## src/rtl/disp_msg_sched_pkg.sv

```systemverilog
// Shared display-path definitions: blank codes, requester count, scheduler state encoding.
// Every block that drives or renders the character line imports this package.
package disp_msg_sched_pkg;

    localparam int          NREQ       = 3;
    localparam int          CNT_W      = 27;
    localparam int          LINE_W     = 36;
    localparam logic [5:0]  BLANK_CHAR = 6'b111110;
    localparam logic [35:0] BLANK_LINE = {6{BLANK_CHAR}};

    typedef enum logic {
        ST_IDLE = 1'b0,
        ST_HOLD = 1'b1
    } sched_state_t;

    function automatic logic [NREQ-1:0] onehot3(input logic [1:0] idx);
        onehot3 = 3'b001 << idx;
    endfunction

endpackage

```

## src/rtl/disp_msg_sched_rr_arb3.sv

```systemverilog
// Three-way round-robin winner select: the search starts one above the last grant and wraps.
module rr_arb3
    import disp_msg_sched_pkg::*;
(
    input  logic [NREQ-1:0] req,
    input  logic [1:0]      last,
    output logic [1:0]      win,
    output logic            any
);

    logic [1:0] p0;
    logic [1:0] p1;
    logic [1:0] p2;

    always_comb begin
        case (last)
            2'd0: begin p0 = 2'd1; p1 = 2'd2; p2 = 2'd0; end
            2'd1: begin p0 = 2'd2; p1 = 2'd0; p2 = 2'd1; end
            default: begin p0 = 2'd0; p1 = 2'd1; p2 = 2'd2; end
        endcase
    end

    always_comb begin
        any = |req;
        win = 2'd0;
        if (req[p0])
            win = p0;
        else if (req[p1])
            win = p1;
        else if (req[p2])
            win = p2;
    end

endmodule

```

## src/rtl/disp_msg_sched.sv

```systemverilog
// Display message scheduler: grants one requester's 6-character line at a time and
// keeps it on the display for HOLD_CYCLES cycles before the next grant.
//
//  state | meaning
//  IDLE  | nothing in a hold window; any request is granted at the next edge
//  HOLD  | line on display, cnt counts down; at cnt==0 regrant or fall back to IDLE
module disp_msg_sched
    import disp_msg_sched_pkg::*;
#(
    parameter int HOLD_CYCLES = 100000000
) (
    input  logic              clk,
    input  logic              rst,
    input  logic [NREQ-1:0]   req,
    input  logic [LINE_W-1:0] msg0,
    input  logic [LINE_W-1:0] msg1,
    input  logic [LINE_W-1:0] msg2,
    input  logic              clr,
    output logic [NREQ-1:0]   gnt,
    output logic [LINE_W-1:0] data_out,
    output logic              busy
);

    localparam logic [CNT_W-1:0] HOLD_M1 = CNT_W'(HOLD_CYCLES - 1);

    sched_state_t      state;
    logic [CNT_W-1:0]  cnt;
    logic [1:0]        last;
    logic [1:0]        win;
    logic              any;
    logic [LINE_W-1:0] msg_sel;
    logic              grant_now;

    rr_arb3 u_arb (
        .req  (req),
        .last (last),
        .win  (win),
        .any  (any)
    );

    always_comb begin
        case (win)
            2'd0:    msg_sel = msg0;
            2'd1:    msg_sel = msg1;
            default: msg_sel = msg2;
        endcase
    end

    // A grant is possible from IDLE, or from HOLD once the window has run out.
    assign grant_now = any && ((state == ST_IDLE) || (cnt == '0));

    always_ff @(posedge clk or posedge rst) begin
        if (rst) begin
            state    <= ST_IDLE;
            cnt      <= '0;
            last     <= 2'd2;
            data_out <= BLANK_LINE;
            gnt      <= '0;
            busy     <= 1'b0;
        end else begin
            gnt <= '0;
            if (clr) begin
                state    <= ST_IDLE;
                cnt      <= '0;
                data_out <= BLANK_LINE;
                busy     <= 1'b0;
            end else if (grant_now) begin
                state    <= ST_HOLD;
                cnt      <= HOLD_M1;
                last     <= win;
                data_out <= msg_sel;
                gnt      <= onehot3(win);
                busy     <= 1'b1;
            end else begin
                case (state)
                    ST_HOLD: begin
                        if (cnt != '0) begin
                            cnt <= cnt - 1'b1;
                        end else begin
                            state <= ST_IDLE;
                            busy  <= 1'b0;
                        end
                    end
                    default: begin
                        state <= ST_IDLE;
                        busy  <= 1'b0;
                    end
                endcase
            end
        end
    end

endmodule

```

## config.mk

```make
export PLATFORM = sky130hd
export DESIGN_NAME = disp_msg_sched
export DESIGN_NICKNAME = d
export VERILOG_FILES = /design/src/rtl/disp_msg_sched_pkg.sv /design/src/rtl/disp_msg_sched_rr_arb3.sv /design/src/rtl/disp_msg_sched.sv
export SDC_FILE = /design/constraint.sdc
export NUM_CORES = 1
export LEC_CHECK = 0
export BUFFER_PORTS_ARGS = -buffer_cell sky130_fd_sc_hd__buf_2
export CAP_MARGIN = 20
export CORE_MARGIN = 2
export CORE_UTILIZATION = 45
export DETAILED_ROUTE_END_ITERATION = 8
export MAX_ROUTING_LAYER = met4
export PLACE_DENSITY = 0.78
export RECOVER_POWER = 25
export REMOVE_ABC_BUFFERS = 1
export SLEW_MARGIN = 25
export SYNTH_ARGS = -nofsm -noshare
export SYNTH_HDL_FRONTEND = slang
export SYNTH_HIERARCHICAL = 1
export SYNTH_SLANG_ARGS = --single-unit
```

## constraint.sdc

```tcl
create_clock -name clk -period 2.95 [get_ports clk]
set_input_delay 0.1475 -clock clk [delete_from_list [all_inputs] [get_ports clk]]
set_output_delay 0.1475 -clock clk [all_outputs]
set_load 0.05 [all_outputs]
```

==> flow_summary_export.csv <==
group,metric,value,unit
critical_path,slowest_delay,0.68,ns
sta,tightest_slew,1.06,ns
critical_path,crit_required,3.14,ns
finish,regArea,1790,sq um
sta,slew_headroom,0.295,
sta,fmax,362,MHz
critical_path,cp_num_buf_inv,1,
clock_tree,cts_made_buffers,9,
sta,rsz0062_at_grt,"false",
yosys,avgSynthCellArea,8.90,sq um
finish,fillers,830,
finish,drive_above_1_share,0.359,
place,place_area,5190,sq um
sta,whs,0.117,ns
floorplanning,die_area,10300,sq um
critical_path,r2r_slack,0.19,ns
floorplanning,start_util,0.462,
sta,finalHoldViolCount,0,
grt,grt_pass1_wl,19700,um
grt,grt_max_degree,67,
flow_run,max-cap-violations,0,
place,pre_cts_slack,0.118,ns
critical_path,crit_chain,"or4_4, or4_1, o21ai_4, buf_4, or4_1, o311ai_0",
detailed_routing,dr.first_iter.drc_count,328,
sta,finClkSkew,0.00984,ns
critical_path,arrival,2.95,ns
finish,post-route-cell-area,5390,sq um
finish,syn_to_final_growth,26.2,%
place,gp_congestion,0.946,
floorplanning,core,9240,sq um
sta,finalSetupViolCount,0,
detailed_routing,drt-pass1-iter-count,5,
finish,finalNetCount,730,
outcome,status,"finished, final reports clean",
finish,layout_common_cells,"buf_2 (144), a21oi_1 (46), nor2_1 (41), dfrtp_1 (39), a211oi_1 (37)",
detailed_routing,wirelength,12600,um
worst_hold_path,holdPathEnd,"data_out[28]",
clock_tree,cts_tree,"yes",
critical_path,crit_type,"reg2reg",
sta,slew_viol_final,0,
critical_path,crit_path_frequent_cell,"or4_1",
worst_hold_path,hold_depth,3,
clock_tree,cts.reportedPaths.clkPinSlew,0.08,ns
yosys,synthFlopType,"dfrtp_1",
power_and_ir_drop,powerDensity,592,nW/um^2
sta,final.min_clock_period,2.76,ns
place,hpwl,8970,um
clock_tree,h-tree-depth,3,
yosys,ys_async_sr_fraction,1.00,
power_and_ir_drop,ir_drop,359,uV
yosys,syn_area,4270,sq um
finish,final_common_cell,"buf_2",
clock_tree,cts_setup_buffers,0,
clock_tree,clock_path_buffers,2,
critical_path,regToRegStartpoint,"cnt[12]",
worst_hold_path,hp-start,"msg2[28]",
critical_path,r2r-end,"cnt[9]",
critical_path,end_kind,"flip-flop",
clock_tree,clockRootBuffer,"clkbuf_8",
floorplanning,ios,154,
sta,layout_setup_ws,0.191,ns
critical_path,cp_max_fo,16,
grt,grt_pass1_vias,4194,
finish,diodes,0,
yosys,synth-edff-count,0,
yosys,yosysSeqAreaShare,0.419,
worst_hold_path,min_path_type,"in2reg",
clock_tree,clock-sinks,70,
grt,grt_usage,0.248,
detailed_routing,drc,0,
clock_tree,clk_latency,0.35,ns
yosys,yosys_warnings,6,
critical_path,r2r_cells,6,
finish,multi_input_area,2230,sq um
grt,grt_overflow,0,
floorplanning,dieHeight,101,um
detailed_routing,antenna_left,0,
yosys,synth_cell_types,49,
detailed_routing,wl_per_cell,16.8,um
detailed_routing,routed_via_density,5.85,
yosys,synthesis.instances,480,
critical_path,start_kind,"flip-flop",
critical_path,crit_family,"simple AND/OR/NAND/NOR gates",
place,io_buffers,153,
yosys,synth-seq-cells,70,
power_and_ir_drop,power_leakage,2.32,nW
sta,post-route-period-util,0.935,
detailed_routing,vias,4378,
floorplanning,num_rows,35,
critical_path,critPathSlowestCell,"or4_1",
floorplanning,die_w,101,um
grt,grt_antenna_before_repair,0,
per-stage QoR:
step	util	power [mW]	TNS, ns	instances
after floorplan	-	2.07	-94.09	431
final	0.583	3.19	0	748
after detailed placement	0.562	2.40	0	731
after global placement	0.562	2.37	0	731
after CTS	0.585	3.20	0	748
after global routing	0.583	3.34	0	748
worst max path at each step:
stage	start	end	depth (start not counted)
after floorplan	last[1]	data_out[10]	5
after global placement	cnt[12]	cnt[2]	6
after detailed placement	cnt[12]	cnt[2]	6
after CTS	cnt[12]	cnt[22]	6
after global routing	cnt[12]	cnt[16]	6
final	cnt[12]	cnt[9]	6
cell families (layout without fill, tap and decap cells):
| group | Yosys count | in the layout | share of synthesized area |
|---|---|---|---|
| AO/OA/AOI/OAI | 170 | 170 | 0.257 |
| AND/OR/NAND/NOR | 133 | 133 | 0.161 |
| flip-flops | 70 | 70 | 0.419 |
| buffers and inverters | 66 | 205 | 0.0659 |
| multiplexers | 38 | 38 | 0.0896 |
| adder cells (fa/ha/maj) | 2 | 2 | 0.00586 |
| XOR/XNOR | 1 | 1 | 0.00205 |
timing repair:
item | in CTS | in global routing
hold endpoints to repair | 1 | 0
resized for setup | 0 | 1
setup endpoints to repair | 0 | 7
hold buffers | 1 | 0
where the power goes:
part / leakage, nW / total (mW) / internal, mW / switching (mW)
Combinational: 1.39 / 1.18 / 0.419 / 0.764
Sequential: 0.835 / 1.21 / 1.11 / 0.0941
Clock: 0.101 / 0.800 / 0.399 / 0.400
Yosys cell counts, types with 2 or more instances:
cell,n,area share
nand2_1,15,0.013
o21ai_0,20,0.023
dfstp_2,31,0.19
a311o_1,2,0.0047
nor3b_1,2,0.0035
buf_2,9,0.011
buf_1,3,0.0026
ha_1,2,0.0059
a211o_1,5,0.010
nand4_1,7,0.010
or2_2,3,0.0044
o41ai_1,5,0.010
buf_6,2,0.0053
nand3_1,9,0.011
a31oi_1,33,0.048
and3_1,6,0.0088
nor2_1,42,0.037
a311oi_1,2,0.0041
inv_1,17,0.015
a32o_1,2,0.0047
nand2b_1,2,0.0029
o21a_1,3,0.0053
a21oi_1,47,0.055
dfrtp_1,39,0.23
a211oi_1,37,0.065
mux2i_1,36,0.084
mux2_2,2,0.0053
o311ai_0,3,0.0062
nor4_1,9,0.013
o21ai_1,5,0.0059
or4_1,8,0.014
clkbuf_1,33,0.029
or3_1,5,0.0073
nor3_1,18,0.021
buf_4,2,0.0035
state kept, by name, summed over array words and instances, names as in the netlist:
name / flops
last: 2
state: 1
data_out: 36
busy: 1
gnt: 3
cnt: 27
layer usage:
metal / global-route usage / up-vias / part of all wire
met2: 0.421 / 190 / 0.51
met4: 0.0738 / 0 / 0.014
met3: 0.0345 / 23 / 0.057
met1: 0.309 / 2074 / 0.42
li1: - / 2091 / -
met5: - / - / 0
layout make-up:
cell class	instances	share of cell area
Multi-Input combinational cell	344	0.413
Sequential cell	70	0.332
Timing Repair Buffer	172	0.175
Tap cell	129	0.0299
Clock buffer	9	0.0230
Clock inverter	7	0.0144
Inverter	17	0.0118
worst reg2reg max path: cells and delay by family, from the launching register on:
kind / cells / cell delay [ns]
AND/OR/NAND/NOR: 3 / 1.38
AO/OA/AOI/OAI: 2 / 0.50
buffers and inverters: 1 / 0.30
flip-flops: 1 / 0.43
(Power assumes the default switching activity.)
